## src/rtl/rv_fetch_unit.sv

```systemverilog
// rv_fetch_unit: RV32 fetch front end with a sync-imem request path, a fetch queue and redirect flush; FETCH_PERF_EN adds perf counters
module rv_fetch_unit #(
  parameter int ADDR_W = 8,
  parameter int DATA_W = 32,
  parameter int FQ_DEPTH = 2,
  parameter logic [ADDR_W-1:0] RESET_PC = '0
) (
  input  logic              clk,
  input  logic              reset,
  output logic              imem_en,
  output logic [ADDR_W-1:0] imem_addr,
  input  logic [DATA_W-1:0] imem_rdata,
  output logic              if_valid,
  input  logic              if_ready,
  output logic [ADDR_W-1:0] if_pc,
  output logic [ADDR_W-1:0] if_pc_plus4,
  output logic [DATA_W-1:0] if_instr,
  input  logic              redirect_valid,
  input  logic [ADDR_W-1:0] redirect_pc,
  output logic [31:0]       perf_fetched,
  output logic [31:0]       perf_stall,
  output logic [31:0]       perf_flush
);
  localparam int PW = $clog2(FQ_DEPTH);
  localparam int CW = PW + 2;
  logic [ADDR_W-1:0] pc_q, fl_pc, target;
  logic              fl, pop, push, unused;
  logic [PW-1:0]     head, tail;
  logic [CW-1:0]     count, occ;
  logic [ADDR_W-1:0] q_pc  [FQ_DEPTH];
  logic [ADDR_W-1:0] q_pc4 [FQ_DEPTH];
  logic [DATA_W-1:0] q_ins [FQ_DEPTH];
  assign unused      = ^redirect_pc[1:0];
  assign target      = {redirect_pc[ADDR_W-1:2], 2'b00};
  assign imem_addr   = redirect_valid ? target : pc_q;
  assign if_valid    = (count != '0) & ~redirect_valid;
  assign pop         = if_valid & if_ready;
  assign push        = fl & ~redirect_valid;
  // a redirect discards queue and in-flight work, so it sees an empty pipe
  assign occ         = redirect_valid ? '0 : count + CW'(fl) - CW'(pop);
  assign imem_en     = reset & (occ < CW'(FQ_DEPTH));
  assign if_pc       = q_pc[head];
  assign if_pc_plus4 = q_pc4[head];
  assign if_instr    = q_ins[head];
  always_ff @(posedge clk or negedge reset) begin
    if (!reset) begin
      pc_q  <= RESET_PC;
      fl    <= 1'b0;
      fl_pc <= '0;
      head  <= '0;
      tail  <= '0;
      count <= '0;
      for (int i = 0; i < FQ_DEPTH; i++) begin
        q_pc[i]  <= '0;
        q_pc4[i] <= '0;
        q_ins[i] <= '0;
      end
    end else begin
      if (imem_en) pc_q <= imem_addr + ADDR_W'(4);
      fl    <= imem_en;
      fl_pc <= imem_addr;
      if (redirect_valid) begin
        head  <= '0;
        tail  <= '0;
        count <= '0;
      end else begin
        if (push) begin
          q_pc[tail]  <= fl_pc;
          q_pc4[tail] <= fl_pc + ADDR_W'(4);
          q_ins[tail] <= imem_rdata;
          tail        <= tail + PW'(1);
        end
        if (pop) head <= head + PW'(1);
        count <= count + CW'(push) - CW'(pop);
      end
    end
  end
`ifdef FETCH_PERF_EN
  logic [31:0] n_fetch, n_stall, n_flush;
  always_ff @(posedge clk or negedge reset) begin
    if (!reset) begin
      n_fetch <= '0;
      n_stall <= '0;
      n_flush <= '0;
    end else begin
      n_fetch <= n_fetch + 32'(pop);
      n_stall <= n_stall + 32'(if_valid & ~if_ready);
      n_flush <= n_flush + 32'(redirect_valid);
    end
  end
  assign perf_fetched = n_fetch;
  assign perf_stall   = n_stall;
  assign perf_flush   = n_flush;
`else
  assign perf_fetched = '0;
  assign perf_stall   = '0;
  assign perf_flush   = '0;
`endif
endmodule
```

## config.mk

```make
export PLATFORM = sky130hd
export DESIGN_NAME = rv_fetch_unit
export DESIGN_NICKNAME = d
export VERILOG_FILES = /design/src/rtl/rv_fetch_unit.sv
export SDC_FILE = /design/constraint.sdc
export NUM_CORES = 1
export LEC_CHECK = 0
export ABC_AREA = 1
export ABC_CLOCK_PERIOD_IN_PS = 5660
export CORE_MARGIN = 1
export CORE_UTILIZATION = 47
export CTS_CLUSTER_SIZE = 40
export DETAILED_ROUTE_END_ITERATION = 6
export GPL_ROUTABILITY_DRIVEN = 0
export MAX_ROUTING_LAYER = met4
export PLACE_DENSITY = 0.86
export SYNTH_ARGS = -nofsm -noshare
export SYNTH_HDL_FRONTEND = slang
export SYNTH_SLANG_ARGS = --single-unit
```

## constraint.sdc

```tcl
create_clock -name clk -period 5.66 [get_ports clk]
set_clock_uncertainty 0.15 [all_clocks]
set_input_delay 1.698 -clock clk [delete_from_list [all_inputs] [get_ports clk]]
set_output_delay 1.698 -clock clk [all_outputs]
set_load 0.1 [all_outputs]
```

Word-level counts from Yosys, hierarchy flattened. Index checks and enable logic that the tools add are counted.

Output and inout port bits: 154. Word-level logic and storage cells: 59. Bits in registers: 118. Input port bits: 44.

Reductions and logical operators: 5. Bitwise logic cells: 7. $add $sub $neg: 8. Mux-type cells: 23. $lt $le $gt $ge: 4.

Operators with widths (count): 32-bit 2-to-1 mux (4); 64-bit bitwise mux (1); 8-bit 2-to-1 mux (8); 16-bit bitwise mux (2); 32-bit demux with 1-bit select (1); 8-bit by 3-bit adder with 8-bit output, second input constant (2); 8-bit demux with 1-bit select (1); 3-bit by 1-bit adder with 3-bit output (2); 3-bit 2-to-1 mux (2); 3-bit by 1-bit subtractor with 3-bit output (2); 1-bit bitwise AND (4); 2-bit greater-or-equal comparator, second input constant (2); 1-bit 2-to-1 mux (4); 1-bit NOT with 2-bit output (2); 2-bit nonzero test (2); 3-bit by 2-bit less-than comparator with 1-bit output, second input constant (1); 3-bit nonzero test (1); 1-bit adder, second input constant (2); 2-bit by 1-bit less-than comparator with 1-bit output, second input constant (1); 2-bit AND reduction (1); 1-bit logical AND (1); 1-bit NOT (1).

Longest topological paths before layout. Gate-level depths: netlist (run 1).

Depth in word-level cells: 7. Gate-level depth with buffers: 14. Gate-level depth less buffers: 13.

Least setup slack after synthesis (run 1). OpenSTA, ideal clock, no wires.

Path type: input to output. Start point: input port redirect_valid. End point: output port imem_en. Required time: 3812 ps. Slack: -1632 ps. Stages: 11. Arrival time: 5444 ps. Path buffers: 2. Path through: buf_6 buf_12 a31oi_1 nand2_1 inv_1 ha_1 nor2_1 fa_1 nor2_1 nand3_1 nand2_2.

Longest elaborated chain between the ends: 7.

RTL lines: from (decl) (line 18) `input logic redirect_valid,`; 1-bit NOT (no line); 1-bit bitwise AND (line 36) `assign if_valid = (count != '0) & ~redirect_valid;`; net if_valid (line 13) `output logic if_valid,`; 1-bit bitwise AND (line 37) `assign pop = if_valid & if_ready;`; 3-bit by 1-bit subtractor with 3-bit output (line 40) `assign occ = redirect_valid ? '0 : count + CW'(fl) - CW'(pop);`; 3-bit 2-to-1 mux (line 40); 3-bit by 2-bit less-than comparator with 1-bit output (line 41) `assign imem_en = reset & (occ < CW'(FQ_DEPTH));`; 1-bit bitwise AND (line 41); to (decl) (line 10) `output logic imem_en,`.

The timed path passes the listed nets, and every way through them passes these cells.

Final worst setup path (run 1).
Start point: input port if_ready. End point: output port imem_en.

Longest elaborated chain between the ends: 5.

RTL lines: from (decl) (line 14) `input logic if_ready,`; 1-bit bitwise AND (line 37); 3-bit by 1-bit subtractor with 3-bit output (line 40); 3-bit 2-to-1 mux (line 40); 3-bit by 2-bit less-than comparator with 1-bit output (line 41); 1-bit bitwise AND (line 41).

Every way passes these cells.

==> results of run 1 <==
## metal layers
metal	up-vias	part of all wire [%]	track usage, %
met3	12	4.9	3.61
met4	0	1.3	6.75
met5	-	0	-
met2	131	50	30.1
li1	2020	-	-
met1	1978	44	20.4
## cell usage after synthesis (5+ instances only)
library cell	n
sky130_fd_sc_hd__mux2_2	40
sky130_fd_sc_hd__o21ai_1	34
sky130_fd_sc_hd__buf_2	6
sky130_fd_sc_hd__o21ai_0	28
sky130_fd_sc_hd__nor2_1	13
sky130_fd_sc_hd__buf_6	12
sky130_fd_sc_hd__inv_1	64
sky130_fd_sc_hd__nand2_1	138
sky130_fd_sc_hd__clkbuf_1	6
sky130_fd_sc_hd__nand2_4	5
sky130_fd_sc_hd__o21ai_2	32
sky130_fd_sc_hd__buf_4	98
sky130_fd_sc_hd__dfrtp_1	114
sky130_fd_sc_hd__xor2_1	5
sky130_fd_sc_hd__nand2_2	6
sky130_fd_sc_hd__nand3_1	16
## sequential cells by signal, indices dropped and copies added, names as in the netlist
| name | flops |
|---|---|
| q_ins | 64 |
| q_pc4 | 16 |
| count | 3 |
| fl | 1 |
| head | 1 |
| pc_q | 8 |
| q_pc | 12 |
| tail | 1 |
| fl_pc | 8 |
## area by class of cell
type	instances	area share [%]
clock buffers	23	6.65
well taps	172	2.93
multi-input cells	428	32.9
inverters	70	3.65
repair buffers	106	13.9
flip-flops and latches	114	38.9
clock inverters	6	1.09
## stage by stage
step                cells  utilization [%]
floorplan             736                -
global placement      890             53.7
detailed placement    890             53.7
CTS                   919             58.2
global route          919             58.2
finish                919             58.2
## cell families after synthesis
| family | Yosys count |
|---|---|
| buffers and inverters | 194 |
| and+or+nand+nor | 182 |
| DFF | 114 |
| AOI/OAI and AO/OA | 99 |
| muxes | 40 |
| adders and majority gates | 6 |
| xor gates and xnor gates | 5 |
| other | 1 |
## worst reg2reg max path, cell delays in order (launching register included)
cell and delay [ps]:
sky130_fd_sc_hd__dfrtp_1 420, sky130_fd_sc_hd__inv_2 130, sky130_fd_sc_hd__a31oi_4 100, sky130_fd_sc_hd__nand2_2 100
sky130_fd_sc_hd__inv_2 50, sky130_fd_sc_hd__ha_4 270, sky130_fd_sc_hd__nor2_4 30, sky130_fd_sc_hd__fa_1 470
sky130_fd_sc_hd__nor2_1 120, sky130_fd_sc_hd__nand3_2 140, sky130_fd_sc_hd__nand2_8 110, sky130_fd_sc_hd__buf_4 160
sky130_fd_sc_hd__nand3_1 80, sky130_fd_sc_hd__nand2_1 60
## timing repair
action                                 4_1_cts  5_1_grt
endpoints found under the hold margin        0        0
setup endpoints to repair                    0        1
buffers inserted                             0        0
gates resized for setup                      0        1
## worst min-delay path by stage
stage | startpoint | to | slack [ps] | cells past startpoint
finish | q_ins[46] | q_ins[46] | 320 | 2
global route | q_pc[7] | q_pc[7] | 350 | 2
CTS | q_ins[42] | q_ins[42] | 330 | 2
detailed placement | q_ins[42] | q_ins[42] | 320 | 2
global placement | q_pc[4] | q_pc[4] | 310 | 2
floorplan | q_ins[0] | q_ins[0] | 300 | 2
==> results.toml, run 1 <==
[drt]
first_iter_violations = 232
vias = 4141
postRouteWirelength_um = 11100
viasPerCell = 4.51
ant_nets = 0
remaining_drc_errors = 0
drtPass1Iterations = 4
post_drt_wl_per_cell_um = 12.1

[finish]
area.sequential_mm2 = 0.00285
design.final.nets = 787
finish.instance_area_mm2 = 0.00734
final_common_cell = "sky130_fd_sc_hd__nand2_1"
area_growth_pct = 21.1
multiInputGateArea_mm2 = 0.00241
final.fill_count = 1116
layout-drive-gt1-share_pct = 25.7
antenna_cell_count = 0
most-common-layout-cells = "sky130_fd_sc_hd__nand2_1 (137), sky130_fd_sc_hd__dfrtp_1 (113), sky130_fd_sc_hd__conb_1 (96)"

[timing]
rel_slew_slack_pct = 30.2
worst_case_hold_slack_ps = 325
timing.final.setup_violations = 0
final_min_period_over_clock_period_pct = 95.7
grt_setup_unrepaired = "no"
worst_slew_pin_slew_ps = 1050
max_freq_ghz = 0.185
period_minus_slack_ps = 5420
tns_ps = 0
timing.final.hold_violations = 0
timing.final.max_slew_violations = 0
postLayoutSetupSlackWorst_ps = 245

[critical_path]
timing.critical_path.from_type = "primary input"
critical_path_cell_by_cell = "clkdlybuf4s50_1 -> nand2_2 -> inv_2 -> ha_4 -> nor2_4 -> fa_1 -> nor2_1 -> nand3_2 -> nand2_8 -> buf_12"
regToRegSetupSlack_ps = 3190
timing.critical_path.buf_inv = 3
worstSetupPathDepth = 10
timing.critical_path.arrival_ps = 3570
rr_worst_depth = 13
reg2reg_to = "pc_q[7]"
cp_top_family = "adder cells"
required_ps = 3810
cp-end-kind = "output pin"
cpMaxStageDelayCell = "sky130_fd_sc_hd__fa_1"
critPathLaunch = "if_ready"
endpoint = "imem_en"
cp_slowest_stage_delay_ps = 460
critPathKind = "primary input to output pin"
crit-reg2reg-launch = "count[1]"
maximum_fanout_along_the_worst_path = 3

[yosys]
synth_top_cells_by_area = "sky130_fd_sc_hd__dfrtp_1 (47%), sky130_fd_sc_hd__buf_4 (12%), sky130_fd_sc_hd__nand2_1 (8.5%)"
syn_inst = 641
yosys_warnings = 0
synth-adder-area-share_pct = 1.49
synth_top_family_by_area = "buffers and inverters"
synth_compound_area_share_pct = 10.3
seq_area_frac_synth_pct = 47.0
proportion_of_synthesized_area_in_mux_cells_pct = 7.43
post_synthesis_instance_area_mm2 = 0.00606
synth_ff_type = "sky130_fd_sc_hd__dfrtp_1"
synth_top_area_share_pct = 47.0
ys_ff_latch = 114
yosys.area_share.xor_xnor_pct = 0.722
synth_simple_gate_area_share_pct = 12.9
synthDominantAreaCellType = "sky130_fd_sc_hd__dfrtp_1"
count_of_flip_flops_with_a_built_in_enable_after_synthesis = 0
post_synth.cell_area_avg_um2 = 9.46
synth.distinct_cells = 31
synth_async_sr_flop_share_pct = 100

[placed_design]
port_buffers = 99
postPlaceCellArea_mm2 = 0.00677
post-dp-hpwl_um = 7570
preCtsSetupSlack_ps = 27.4

[clocking]
clockBufferDepth = 2
cts.root.buffer_cell = "sky130_fd_sc_hd__clkbuf_16"
cts_hold_fix_bufs = 0
insertion_delay_ps = 390
cts-buffers-inserted = 17
clk_pin_slew_ps = 50
cts_h_tree_depth = 4
cts.sinks = 114
clock_tree_from_tritoncts = "built"

[floorplan]
floorplan.die.width_um = 116
die_height_um = 116
rows = 41
start_util_pct = 48.0
die_area_mm2 = 0.0134
number_of_i_o_pins = 198
core-area_mm2 = 0.0126

[grt]
groute.usage.overall_pct = 17.6
maximum_number_of_pins_on_one_net_before_global_route_repair = 88
globalRouteOverflowTotal = 0
first_global_vias = 3865
global_route_wire_length_before_repair_um = 17600
initial_antenna_violation_count = 0

[run]
max_cap_viol_count = 0

[status]
outcome = "finished, final reports clean"

[min_path]
hp-class = "flip-flop to flip-flop"
Power of run 1 is left out: the tool's default activity adds up to more than one toggle a clock period on the data nets, which glitch-free logic cannot reach.
==> run 2, diff against run 1 <==
--- a/constraint.sdc
+++ b/constraint.sdc
@@ -3,3 +3,3 @@
 set_input_delay 1.698 -clock clk [delete_from_list [all_inputs] [get_ports clk]]
 set_output_delay 1.698 -clock clk [all_outputs]
-set_load 0.1 [all_outputs]
+set_load 0.01 [all_outputs]
==> run 2 against run 1 <==
- via count rose by 1.9%
- first-iteration DRC count rose by 17%
- sequential share of layout area fell by 0.85 points
- register-to-register slack got worse by 2100 ps
- cell count rose by 2.4%
- critical endpoint unchanged
==> results.toml, run 2 (synthesis gave the netlist of run 1 again) <==
[timing]
worst_case_hold_slack_ps = 326
max_freq_ghz = 0.178
postLayoutSetupSlackWorst_ps = 49.3
timing.final.max_slew_violations = 0
period_minus_slack_ps = 5610
worst_slew_pin_slew_ps = 1040
tns_ps = 0
final_min_period_over_clock_period_pct = 99.1
rel_slew_slack_pct = 30.5
timing.final.hold_violations = 0
timing.final.setup_violations = 0

[drt]
post_drt_wl_per_cell_um = 12.7
viasPerCell = 4.48
first_iter_violations = 271
drtPass1Iterations = 5
ant_nets = 0
remaining_drc_errors = 0
postRouteWirelength_um = 12000
vias = 4220

[critical_path]
rr_worst_depth = 28
maximum_fanout_along_the_worst_path = 2
timing.critical_path.buf_inv = 3
timing.critical_path.arrival_ps = 3760
cp_top_family = "simple AND/OR/NAND/NOR gates"
critical_path.most_common_cell = "sky130_fd_sc_hd__nand2_2"
critical_path_cell_by_cell = "dlygate4sd2_1 -> a31oi_2 -> nand2_2 -> inv_2 -> ha_4 -> nor2_4 -> fa_1 -> nor2_1 -> nand3_1 -> nand2_2 -> clkdlybuf4s15_2"
cpMaxStageDelayCell = "sky130_fd_sc_hd__fa_1"
cp-end-kind = "output pin"
regToRegSetupSlack_ps = 1130
critPathKind = "primary input to output pin"
crit-reg2reg-launch = "count[1]"
required_ps = 3810
reg2reg_to = "pc_q[5]"
cp_slowest_stage_delay_ps = 430
timing.critical_path.from_type = "primary input"

[finish]
design.final.nets = 806
final.fill_count = 1131
area_growth_pct = 23.8
largest_register = "q_ins"
reg.largest.list = "q_ins (64), q_pc4 (16), q_pc (12)"
final_common_cell = "sky130_fd_sc_hd__nand2_1"
finalCoreUtilization_pct = 59.5
layout-drive-gt1-share_pct = 20.2
finish.instance_area_mm2 = 0.00751
antenna_cell_count = 0
layout.cells.non_filler = 941
most-common-layout-cells = "sky130_fd_sc_hd__nand2_1 (137), sky130_fd_sc_hd__dfrtp_1 (113), sky130_fd_sc_hd__conb_1 (96)"
largest_reg_flops = 64

[clocking]
clockBufferDepth = 2
clock_tree_from_tritoncts = "built"
cts-buffers-inserted = 17
cts.root.buffer_cell = "sky130_fd_sc_hd__clkbuf_16"
clk_pin_slew_ps = 50
cts_hold_fix_bufs = 0
cts_h_tree_depth = 4
cts.sinks = 114
insertion_delay_ps = 410

[floorplan]
die_height_um = 116
number_of_i_o_pins = 198
floorplan.die.width_um = 116
start_util_pct = 48.0
rows = 41
core-area_mm2 = 0.0126
die_area_mm2 = 0.0134

[placed_design]
port_buffers = 99
postPlaceCellArea_mm2 = 0.00675
preCtsSetupSlack_ps = -384
dp_cells = 892
post-dp-hpwl_um = 7700

[min_path]
timing.hold.worst_endpoint = "q_pc[15]"
worst_hold_path.num_cells = 2
timing.hold.worst.start = "q_pc[15]"
hp-class = "flip-flop to flip-flop"

[grt]
groute.usage.overall_pct = 19.0
first_global_vias = 3928
globalRouteOverflowTotal = 0
maximum_number_of_pins_on_one_net_before_global_route_repair = 88
global_route_wire_length_before_repair_um = 18800
initial_antenna_violation_count = 0

[power]
totalPowerFinal_mw = 4.22
power-per-cell-area_mw_per_mm2 = 562
peakVddDrop_mv = 0.283
p_leak_nw = 3.76

[status]
outcome = "finished, final reports clean"

[run]
max_cap_viol_count = 0
==> run 2: cell types whose count changed in the layout (fill, tap and decap cells not counted), sizes merged <==
cell           delta
dlygate4sd2       +1
clkdlybuf4s15     +1
bufinv            +1
clkinvlp          +3
clkbuf            -1
buf              -39
clkdlybuf4s50    +56
==> run 2: cell type report <==
| cell class | instances | area, µm² | area share (%) |
|---|---|---|---|
| clock buffer | 22 | 464 | 6.18 |
| multi-input combinational | 428 | 2390 | 31.8 |
| tap | 172 | 215 | 2.87 |
| clock inverter | 10 | 133 | 1.77 |
| timing repair buffer | 125 | 1190 | 15.8 |
| sequential | 114 | 2850 | 38.0 |
| inverter | 70 | 268 | 3.57 |
==> run 2: where the power goes <==
part           total, mW  internal, mW  switching, mW
clock               1.07         0.711          0.355
combinational       1.79         0.949          0.841
sequential          1.36          1.15          0.210
total               4.22          2.82           1.41
==> run 2: worst reg2reg max path: cells and delay by family, from the launching register on <==
family          cells  cell delay, ps
compound gates      1             230
simple gates        6             680
fa+ha+maj           2             630
flops               1             420
buf+inv            19            2320
==> run 2: worst max path at each step <==
stage                              start      end  slack, ps  cells after the start
after floorplan           redirect_valid  imem_en        150                     11
after global routing      redirect_valid  imem_en        -30                     11
final                     redirect_valid  imem_en         50                     11
after global placement    redirect_valid  imem_en       -320                     11
after detailed placement  redirect_valid  imem_en       -380                     11
after CTS                 redirect_valid  imem_en        180                     11
==> run 2: what timing repair did <==
item / 4_1_cts / 5_1_grt
hold endpoints to repair: 0 / 0
pin swaps: 4 / 4
gates resized for setup: 5 / 6
setup buffers: 18 / 0
setup endpoints to repair: 1 / 6
==> run 2: layer usage <==
metal  global-route usage (%)  vias to the layer above  routed length (µm)
li1                         -                     2058                   -
met1                     21.5                     1993                5060
met2                     32.8                      154                6070
met3                     4.45                       15                 666
met4                     7.27                        0                 182
met5                        -                        -                   0
Note: power is estimated with default switching activity, not from simulation.
==> run 3, diff against run 2 <==
- MAX_ROUTING_LAYER: met4 -> default
==> run 3 against run 2 <==
- sequential cell count is the same
- total power shrank 0.12%
- die area is the same
- first-iteration DRC count shrank 8.5%
- routed wire length shrank 0.94%
- largest cell class unchanged
- clock power is essentially flat
- clock-buffer cell count is the same
- cell area is the same
==> results.toml, run 3 (synthesis gave the netlist of run 1 again) <==
[placed_design]
post-dp-hpwl_um = 7700
postPlaceCellArea_mm2 = 0.00675
port_buffers = 99
preCtsSetupSlack_ps = -384

[floorplan]
start_util_pct = 48.0
die_area_mm2 = 0.0134
die_height_um = 116
floorplan.die.width_um = 116
core-area_mm2 = 0.0126
number_of_i_o_pins = 198
rows = 41

[grt]
first_global_vias = 3922
global_route.usage.met2_pct = 32.8
globalRouteMet3Util_pct = 4.97
maximum_number_of_pins_on_one_net_before_global_route_repair = 88
groute.usage.overall_pct = 18.5
global_route.usage.met1_pct = 21.4
globalRouteOverflowTotal = 0
global_route_wire_length_before_repair_um = 18700
top_usage_layer = "met2"
initial_antenna_violation_count = 0

[run]
max_cap_viol_count = 0

[min_path]
hp-class = "flip-flop to flip-flop"

[critical_path]
cp-end-kind = "output pin"
critPathKind = "primary input to output pin"
timing.critical_path.from_type = "primary input"
required_ps = 3810
maximum_fanout_along_the_worst_path = 2
timing.critical_path.arrival_ps = 3760

[drt]
remaining_drc_errors = 0
first_iter_violations = 248
viasPerCell = 4.46
postRouteWirelength_um = 11900
ant_nets = 0
drtPass1Iterations = 4
post_drt_wl_per_cell_um = 12.6
vias = 4201

[power]
p_leak_nw = 3.76
peakVddDrop_mv = 0.284
totalPowerFinal_mw = 4.22
power-per-cell-area_mw_per_mm2 = 562

[clocking]
clock_tree_from_tritoncts = "built"
cts-buffers-inserted = 17
clk_pin_slew_ps = 50
cts.sinks = 114
cts.root.buffer_cell = "sky130_fd_sc_hd__clkbuf_16"
insertion_delay_ps = 410
cts_h_tree_depth = 4
clockBufferDepth = 2

[finish]
finish.instance_area_mm2 = 0.00751
design.final.nets = 806
most-common-layout-cells = "sky130_fd_sc_hd__nand2_1 (137), sky130_fd_sc_hd__dfrtp_1 (113), sky130_fd_sc_hd__conb_1 (96)"
area_growth_pct = 23.8
largest_register = "q_ins"
layout-drive-gt1-share_pct = 20.2
largest_reg_flops = 64
final.fill_count = 1131
reg.largest.list = "q_ins (64), q_pc4 (16), q_pc (12)"
final_common_cell = "sky130_fd_sc_hd__nand2_1"
antenna_cell_count = 0

[timing]
final_min_period_over_clock_period_pct = 99.1
worst_case_hold_slack_ps = 326
timing.final.setup_violations = 0
rel_slew_slack_pct = 29.8
tns_ps = 0
timing.final.max_slew_violations = 0
timing.final.hold_violations = 0
worst_slew_pin_slew_ps = 1050
max_freq_ghz = 0.178
postLayoutSetupSlackWorst_ps = 50.2
period_minus_slack_ps = 5610

[status]
outcome = "finished, final reports clean"
run 3: critical path, stage by stage:
cell,delay (ps)
sky130_fd_sc_hd__dlygate4sd2_1,280
sky130_fd_sc_hd__a31oi_2,210
sky130_fd_sc_hd__nand2_2,90
sky130_fd_sc_hd__inv_2,70
sky130_fd_sc_hd__ha_4,200
sky130_fd_sc_hd__nor2_4,110
sky130_fd_sc_hd__fa_1,430
sky130_fd_sc_hd__nor2_1,160
sky130_fd_sc_hd__nand3_1,180
sky130_fd_sc_hd__nand2_2,100
sky130_fd_sc_hd__clkdlybuf4s15_2,220
run 3: power by group:
group | switching, mW | internal, mW | total (mW) | leakage [nW]
registers | 0.210 | 1.15 | 1.37 | 1.44
logic | 0.838 | 0.949 | 1.79 | 2.04
clock network | 0.353 | 0.711 | 1.06 | 0.286
total | 1.40 | 2.81 | 4.22 | 3.76
run 3: path summary, 6_finish.rpt:
check / to / from / slack [ps] / depth (start not counted)
worst max register to register: pc_q[5] / count[1] / 1140 / 28
min in group asynchronous: fl_pc[1] / reset / 1350 / 2
worst min register to register: q_pc4[6] / q_pc4[6] / 330 / 2
max in group asynchronous: head / reset / 2780 / 3
worst min-delay path: q_pc4[6] / q_pc4[6] / 330 / 2
worst max-delay path: imem_en / redirect_valid / 50 / 11
run 3: what timing repair did:
item	in CTS	in global routing
gates resized for setup	5	6
hold buffers	0	0
endpoints found under the setup margin	1	6
endpoints found under the hold margin	0	0
buffers inserted	18	0
pin swaps	4	4
run 3: cell type report:
type                       count  area, µm²  area share [%]
clock buffer                  22        464            6.18
clock inverter                10        133            1.77
inverter                      70        268            3.57
multi-input combinational    428       2390            31.8
sequential                   114       2850            38.0
tap                          172        215            2.87
timing repair buffer         125       1190            15.8
run 3: through the flow:
| stage | util, % | std cells |
|---|---|---|
| floorplan | - | 736 |
| finish | 59.5 | 941 |
| detailed placement | 53.5 | 892 |
| CTS | 59.3 | 942 |
| global placement | 53.5 | 892 |
| global route | 59.5 | 941 |
run 3: layer usage:
layer | share of wire [%] | vias up
met4 | 1.6 | 0
li1 | - | 2060
met5 | 0 | -
met1 | 42 | 1978
met3 | 5.7 | 15
met2 | 51 | 148
